[src/rtl/irrigation_bcd_down_timer_pkg.sv]
// Shared types and helpers for the irrigation BCD down-timer.
package irrigation_pkg;

  typedef enum logic {
    IDLE = 1'b0,
    RUN  = 1'b1
  } state_t;

  localparam int unsigned BCD_W = 4;
  localparam logic [BCD_W-1:0] BCD_MAX = 4'd9;

  // Force a possibly-invalid BCD nibble into the 0..9 range.
  function automatic logic [BCD_W-1:0] bcd_clamp(input logic [BCD_W-1:0] digit);
    return (digit > BCD_MAX) ? BCD_MAX : digit;
  endfunction

endpackage

[src/rtl/irrigation_bcd_down_timer_digit.sv]
// One BCD digit of the down-counter: load, or decrement with borrow ripple.
module bcd_down_digit
  import irrigation_pkg::*;
#(
  parameter logic [BCD_W-1:0] RESET_DIGIT = 4'd0
) (
  input  logic             clk,
  input  logic             reset,
  input  logic             load,
  input  logic [BCD_W-1:0] load_digit,
  input  logic             dec_en,
  input  logic             borrow_in,
  output logic [BCD_W-1:0] digit,
  output logic             borrow_out,
  output logic             is_zero
);

  assign is_zero    = (digit == BCD_W'(0));
  assign borrow_out = borrow_in & is_zero;

  // Digit register: reset beats load beats decrement; 0 with borrow wraps to 9.
  always_ff @(posedge clk) begin
    if (reset) begin
      digit <= RESET_DIGIT;
    end else if (load) begin
      digit <= load_digit;
    end else if (dec_en && borrow_in) begin
      digit <= is_zero ? BCD_MAX : (digit - BCD_W'(1));
    end
  end

endmodule

[src/rtl/irrigation_bcd_down_timer.sv]
// Multi-digit BCD run-time down-counter for valve control.
// Optional build macro IRRIGATION_TIMER_PAUSE_EN adds a pause input that
// freezes counting while in RUN.
module irrigation_bcd_down_timer
  import irrigation_pkg::*;
#(
  parameter int unsigned             DIGITS      = 2,
  parameter logic [4*DIGITS-1:0]     RESET_VALUE = '0
) (
  input  logic                  clk,
  input  logic                  reset,
  input  logic                  load,
  input  logic [4*DIGITS-1:0]   preset,
  input  logic                  tick,
  input  logic                  auto_reload,
`ifdef IRRIGATION_TIMER_PAUSE_EN
  input  logic                  pause,
`endif
  output logic [4*DIGITS-1:0]   count,
  output logic                  running,
  output logic                  done
);

  localparam int unsigned CW = BCD_W * DIGITS;

  state_t          state_q, state_d;
  logic            done_d;
  logic [CW-1:0]   preset_q;
  logic [CW-1:0]   preset_clamped;
  logic [CW-1:0]   load_val;
  logic            load_en;
  logic            dec_en;
  logic            tick_en;
  logic [DIGITS:0] borrow;
  logic [DIGITS-1:0] zero_vec;
  logic            count_is_zero;
  logic            count_is_one;

`ifdef IRRIGATION_TIMER_PAUSE_EN
  assign tick_en = tick & ~pause;
`else
  assign tick_en = tick;
`endif

  // Clamp each incoming preset digit to a valid BCD value.
  always_comb begin
    preset_clamped = '0;
    for (int i = 0; i < int'(DIGITS); i++) begin
      preset_clamped[BCD_W*i +: BCD_W] = bcd_clamp(preset[BCD_W*i +: BCD_W]);
    end
  end

  // A borrow that ripples out of the top digit means every digit is zero.
  assign borrow[0]     = 1'b1;
  assign count_is_zero = borrow[DIGITS];
  assign count_is_one  = (count[BCD_W-1:0] == BCD_W'(1)) &&
                         ((zero_vec | DIGITS'(1)) == {DIGITS{1'b1}});

  for (genvar i = 0; i < int'(DIGITS); i++) begin : g_digit
    bcd_down_digit #(
      .RESET_DIGIT(RESET_VALUE[BCD_W*i +: BCD_W])
    ) u_digit (
      .clk       (clk),
      .reset     (reset),
      .load      (load_en),
      .load_digit(load_val[BCD_W*i +: BCD_W]),
      .dec_en    (dec_en),
      .borrow_in (borrow[i]),
      .digit     (count[BCD_W*i +: BCD_W]),
      .borrow_out(borrow[i+1]),
      .is_zero   (zero_vec[i])
    );
  end

  // Preset register keeps the clamped run time for auto-reload.
  always_ff @(posedge clk) begin
    if (reset) begin
      preset_q <= '0;
    end else if (load) begin
      preset_q <= preset_clamped;
    end
  end

  // State and done registers.
  always_ff @(posedge clk) begin
    if (reset) begin
      state_q <= IDLE;
      done    <= 1'b0;
    end else begin
      state_q <= state_d;
      done    <= done_d;
    end
  end

  // Next state, expiry pulse and digit load/decrement control.
  always_comb begin
    state_d  = state_q;
    done_d   = 1'b0;
    load_en  = 1'b0;
    load_val = preset_clamped;
    dec_en   = 1'b0;
    if (load) begin
      load_en = 1'b1;
      if (preset_clamped == '0) begin
        state_d = IDLE;
        done_d  = 1'b1;
      end else begin
        state_d = RUN;
      end
    end else if ((state_q == RUN) && tick_en) begin
      if (count_is_zero) begin
        // Zero shown for one tick after an auto-reload expiry; restart now.
        load_en  = 1'b1;
        load_val = preset_q;
      end else begin
        dec_en = 1'b1;
        if (count_is_one) begin
          done_d = 1'b1;
          if (!auto_reload) begin
            state_d = IDLE;
          end
        end
      end
    end
  end

  assign running = (state_q == RUN);

endmodule

[config.mk]
export PLATFORM = sky130hd
export DESIGN_NAME = irrigation_bcd_down_timer
export DESIGN_NICKNAME = d
export VERILOG_FILES = /design/src/rtl/irrigation_bcd_down_timer_pkg.sv /design/src/rtl/irrigation_bcd_down_timer_digit.sv /design/src/rtl/irrigation_bcd_down_timer.sv
export SDC_FILE = /design/constraint.sdc
export NUM_CORES = 1
export LEC_CHECK = 0
export ABC_CLOCK_PERIOD_IN_PS = 2280
export CAP_MARGIN = 5
export CORE_UTILIZATION = 50
export CTS_BUF_LIST = sky130_fd_sc_hd__clkbuf_4 sky130_fd_sc_hd__clkbuf_8 sky130_fd_sc_hd__clkbuf_16
export DETAILED_ROUTE_END_ITERATION = 8
export GPL_TIMING_DRIVEN = 0
export MAX_ROUTING_LAYER = met4
export PLACE_DENSITY = 0.9
export SLEW_MARGIN = 20
export SYNTH_ARGS = -nofsm -noshare
export SYNTH_HDL_FRONTEND = slang
export SYNTH_SLANG_ARGS = --single-unit
[constraint.sdc]
create_clock -name clk -period 2.28 [get_ports clk]
set_input_delay 0.456 -clock clk [delete_from_list [all_inputs] [get_ports clk]]
set_output_delay 0.456 -clock clk [all_outputs]
set_load 0.005 [all_outputs]
==> run metrics, run 1 <==
cell family with most CP delay buffers and inverters; final wirelength 2.26 mm; Syn Area/Cell 8.47 um2; core area 1710 um2; Num CTS Buffers 3; asr flop ratio synth 0%; H-tree Lvls 1; switching share of total power 27.4%; crit path max fanout 8; worst-margin pin slew 0.505 ns; Initial Util 53.0%; HP Class reg -> reg; syn nets 120; post-route setup slack 0.402 ns; Seq/Total Area, Yosys 39.8%; die area 1990 um2; critical path class reg -> out; Setup WS pre-CTS 0.189 ns; Final Cycle Share 82.4%; post_cts resized 0; initial DRC count 55; Synth Flop Type dfxtp_1; DR pass1 iterations 4; I/O Buffers 20; DR vias 970; WP data arrival 1.42 ns; worst-path cell chain clkdlybuf4s50_1; Skew-Pair Late Insertion Delay 0.29 ns; Startpoint Class flop; Setup Viol. Count Final 0; Synth top area share 39.8%; count of different cell masters after synthesis 36; register bit count reported by yosys 18; routability cong. 0.848; Max Clk Rate 532 MHz; Post-synth EDFFs 0; Antenna Cells 0; die height 44.6 um; vias in the first global route 845; Synth Cell Area 906 um2; routed vias/inst 6.22; # IOs 23; CTS sink cnt 18; yosys warns 0; row count 15; CTS tree done; RSZ-0062 raised after global routing no; Slew Viols, Final 0; Final ANT Viol Nets 0; largest cells by area after synthesis dfxtp_1, a21oi_1, a31oi_1; Leak 0.410 nW; CP Capture Type output pin; P_int 0.000502 W; Die W 44.6 um; power share of the clock group 28.3%; remaining global-route overflow 0; Crit path largest cell delay 0.60 ns; largest net degree at the start of global routing 11; Synth area leader dfxtp_1; clock root buffer clkbuf_4; # DRC 0; Fin Clk Skew 0.00853 ns; wire length per cell 14.5 um; final hold violation count 0; fin nets 145; Power per Cell Area 588 nW/um2; Post-CTS Hold Buffers 0; Area Overhead vs Synth 29.6%; max-cap violations 0; Detailed Place HPWL 1.65 mm; first-pass GRT wire length 3.65 mm; top post-synthesis cells by count dfxtp_1, a21oi_1, nand2_1; fill count 129; TNS Setup 0 ns; GRT Total Usage 25.2%; clock buffer depth 2; most common cell in the netlist dfxtp_1; Switch Pwr 0.000189 W; initial antenna violation count 0; Peak VDD IR 457 uV; Slew HR 66.3%; status finished, final reports clean; Mapped Cells 107; Worst Path Buf+Inv 1; critical path's slowest cell clkdlybuf4s50_1; layout cells sized above 1 6.87%; Seq pwr share 51.7%; Combinational Power Share 19.9%; crit path time final 1.88 ns; Reg clk slew, reported paths 0.11 ns; Setup Buffers After CTS 0; WP data required 1.82 ns
-- worst paths after layout --
| kind | start | to | slack (ns) | cells after the start |
|---|---|---|---|---|
| worst min register to register | preset_q[4] | preset_q[4] | 0.47 | 1 |
| worst max register to register | g_digit[0].u_digit.digit[0] | g_digit[1].u_digit.digit[3] | 0.70 | 5 |
| worst min-delay path | preset_q[4] | preset_q[4] | 0.47 | 1 |
| worst max-delay path | g_digit[1].u_digit.digit[0] | count[4] | 0.40 | 1 |
-- state kept, by name, indices dropped and copies added, names as in the netlist --
name,flops
done,1
preset_q,8
running,1
g_digit.u_digit.digit,8
-- logic make-up (layout without fill, tap and decap cells) --
kind of cell	after synthesis	count (layout)	share of synthesized area, %
compound gates	38	38	29.0
mux	1	1	1.11
simple gates	37	37	24.6
buf+inv	13	37	5.52
flops	18	18	39.8
-- per-layer routing --
| layer | up-vias | track usage, % | share of wire (%) |
|---|---|---|---|
| li1 | 453 | - | - |
| met1 | 448 | 33.3 | 43 |
| met2 | 61 | 39.1 | 46 |
| met3 | 8 | 2.86 | 8.5 |
| met4 | 0 | 9.70 | 2.1 |
| met5 | - | - | 0 |
-- power groups by stage --
stage,Clock (W),Combinational (W),Sequential (W)
after global placement,0,0.000132,0.000362
after CTS,0.000195,0.000136,0.000357
final,0.000196,0.000138,0.000357
after global routing,0.000206,0.000149,0.000361
after floorplan,0,0.0000738,0.000360
after detailed placement,0,0.000136,0.000364
-- cell type report --
cell class | count | area (um2) | area share, %
buffer | 7 | 27.5 | 2.35
timing repair buffer | 20 | 200 | 17.1
tap | 25 | 31.3 | 2.67
inverter | 6 | 22.5 | 1.92
clock buffer | 4 | 36.3 | 3.09
sequential | 18 | 360 | 30.7
multi-input combinational | 76 | 495 | 42.2
-- cells in the final DEF (no fill, tap or decap), drive strengths merged, types with 4 or more instances in the layout --
cell	Yosys	final
a31oi	5	5
nand2	8	8
o21ai	5	5
dfxtp	18	18
a21oi	9	9
nor2	4	4
nor4	5	5
inv	6	6
clkdlybuf4s50	0	20
clkbuf	6	10
o211ai	4	4
nor3	6	6
-- through the flow --
| stage | util (%) | hold WS [ns] | power [W] | std cells | cell area, um2 |
|---|---|---|---|---|---|
| floorplan | - | 0.429 | 0.000434 | 107 | 906 |
| global placement | 66.6 | 0.436 | 0.000494 | 152 | 1140 |
| detailed placement | 66.6 | 0.444 | 0.000500 | 152 | 1140 |
| CTS | 68.7 | 0.469 | 0.000688 | 156 | 1170 |
| global route | 68.7 | 0.490 | 0.000716 | 156 | 1170 |
| finish | 68.7 | 0.466 | 0.000691 | 156 | 1170 |
(Power assumes the default switching activity.)
==> run 2, diff against run 1 <==
--- a/config.mk
+++ b/config.mk
@@ -5,14 +5,14 @@
 export SDC_FILE = /design/constraint.sdc
 export NUM_CORES = 1
 export LEC_CHECK = 0
-export ABC_CLOCK_PERIOD_IN_PS = 2280
+export ABC_CLOCK_PERIOD_IN_PS = 1850
 export CAP_MARGIN = 5
-export CORE_UTILIZATION = 50
+export CORE_UTILIZATION = 47
 export CTS_BUF_LIST = sky130_fd_sc_hd__clkbuf_4 sky130_fd_sc_hd__clkbuf_8 sky130_fd_sc_hd__clkbuf_16
 export DETAILED_ROUTE_END_ITERATION = 8
 export GPL_TIMING_DRIVEN = 0
 export MAX_ROUTING_LAYER = met4
-export PLACE_DENSITY = 0.9
+export PLACE_DENSITY = 0.86
 export SLEW_MARGIN = 20
 export SYNTH_ARGS = -nofsm -noshare
 export SYNTH_HDL_FRONTEND = slang
==> constraint.sdc (replaced) <==
create_clock -name clk -period 1.85 [get_ports clk]
set_input_delay 0.37 -clock clk [delete_from_list [all_inputs] [get_ports clk]]
set_output_delay 0.37 -clock clk [all_outputs]
set_load 0.005 [all_outputs]
==> run metrics, run 2 (synthesized netlist as in run 1, its figures left out) <==
status finished, final reports clean; critical path's slowest cell clkdlybuf4s50_1; Area Overhead vs Synth 28.0%; row count 15; final wirelength 2.20 mm; top flop regs g_digit.u_digit.digit x8, preset_q x8; DR vias 949; WP data required 1.48 ns; final core utilization 65.7%; Setup Buffers After CTS 0; dpl cells 152; worst-margin pin slew 0.505 ns; cell family with most CP delay buffers and inverters; Leak 0.403 nW; post-route setup slack 0.122 ns; Critical R2R Capture g_digit[1].u_digit.digit[3]; Slew Viols, Final 0; CP Capture Type output pin; Peak VDD IR 389 uV; die height 45.9 um; clock root buffer clkbuf_4; Final Cycle Share 93.4%; Power per Cell Area 691 nW/um2; cell depth of the worst setup path 1; # DRC 0; CTS tree done; vias in the first global route 823; Slew HR 66.4%; RSZ-0062 raised after global routing no; Setup WS pre-CTS -0.0947 ns; hold path start preset_q[4]; reg2reg start g_digit[0].u_digit.digit[0]; routed vias/inst 6.12; Multi-input gate area 495 um2; Crit path largest cell delay 0.56 ns; # IOs 23; fin nets 145; crit path max fanout 8; Max Clk Rate 579 MHz; largest net degree at the start of global routing 11; worst-path cell chain clkdlybuf4s50_1; Num CTS Buffers 3; fill count 151; most frequent cells in the layout clkdlybuf4s50_1, dfxtp_1, a21oi_1; Die W 45.9 um; post_cts resized 0; Reg clk slew, reported paths 0.10 ns; max-cap violations 0; core area 1760 um2; CP startpoint g_digit[0].u_digit.digit[3]; crit path capture count[3]; Fin Clk Skew 0.00447 ns; first-pass GRT wire length 3.62 mm; finished layout cell area 1160 um2; cell depth of the worst flop-to-flop path 5; DP Area 1140 um2; R2R setup slack 0.27 ns; wire length per cell 14.2 um; H-tree Lvls 1; critical path class reg -> out; GRT Total Usage 24.5%; crit path time final 1.73 ns; WP data arrival 1.36 ns; Final ANT Viol Nets 0; Skew-Pair Late Insertion Delay 0.29 ns; DR pass1 iterations 4; Setup Viol. Count Final 0; Detailed Place HPWL 1.59 mm; CTS sink cnt 18; clock buffer depth 2; Antenna Cells 0; die area 2110 um2; routability cong. 0.775; Startpoint Class flop; initial DRC count 31; PnR Total Power 0.000801 W; most common cell after layout, fill and taps aside clkdlybuf4s50_1; Register Area 360 um2; initial antenna violation count 0; final hold violation count 0; HP Class reg -> reg; Worst Path Buf+Inv 1; Initial Util 51.3%; layout cells sized above 1 6.15%; remaining global-route overflow 0; Cell Count, Final, Fillers Out 155; I/O Buffers 20; Post-CTS Hold Buffers 0
==> run 2: stage by stage <==
step	hold slack, ns	setup TNS (ns)
after detailed placement	0.453	-0.238
after CTS	0.471	0
after global placement	0.442	-0.189
final	0.470	0
after floorplan	0.429	0
after global routing	0.488	0
==> run 2: where the power goes <==
group	switching, W	internal [W]	leakage [nW]
clock network	0.000119	0.0000757	0.0138
logic	0.0000806	0.0000875	0.241
registers	0.0000280	0.000411	0.149
total	0.000227	0.000574	0.403
==> run 2: final cells by class <==
cell class | instances | area share, %
inverter | 6 | 1.94
clock buffer | 3 | 1.94
timing repair buffer | 20 | 17.3
buffer | 7 | 2.37
multi-input combinational | 76 | 42.7
tap | 25 | 2.70
sequential | 18 | 31.1
==> run 2: worst min path at each step <==
| stage | depth (start not counted) | to | slack [ns] |
|---|---|---|---|
| after floorplan | 1 | preset_q[4] | 0.43 |
| after global placement | 1 | preset_q[4] | 0.44 |
| after detailed placement | 1 | preset_q[4] | 0.45 |
| after CTS | 2 | preset_q[6] | 0.47 |
| after global routing | 2 | preset_q[3] | 0.49 |
| final | 1 | preset_q[4] | 0.47 |
==> run 2: per-layer routing <==
| layer | GRT usage (%) | routed length, um | up-vias |
|---|---|---|---|
| li1 | - | - | 458 |
| met3 | 3.57 | 171 | 2 |
| met1 | 32.4 | 952 | 433 |
| met4 | 10.0 | 8 | 0 |
| met5 | - | 0 | - |
| met2 | 37.2 | 1060 | 56 |
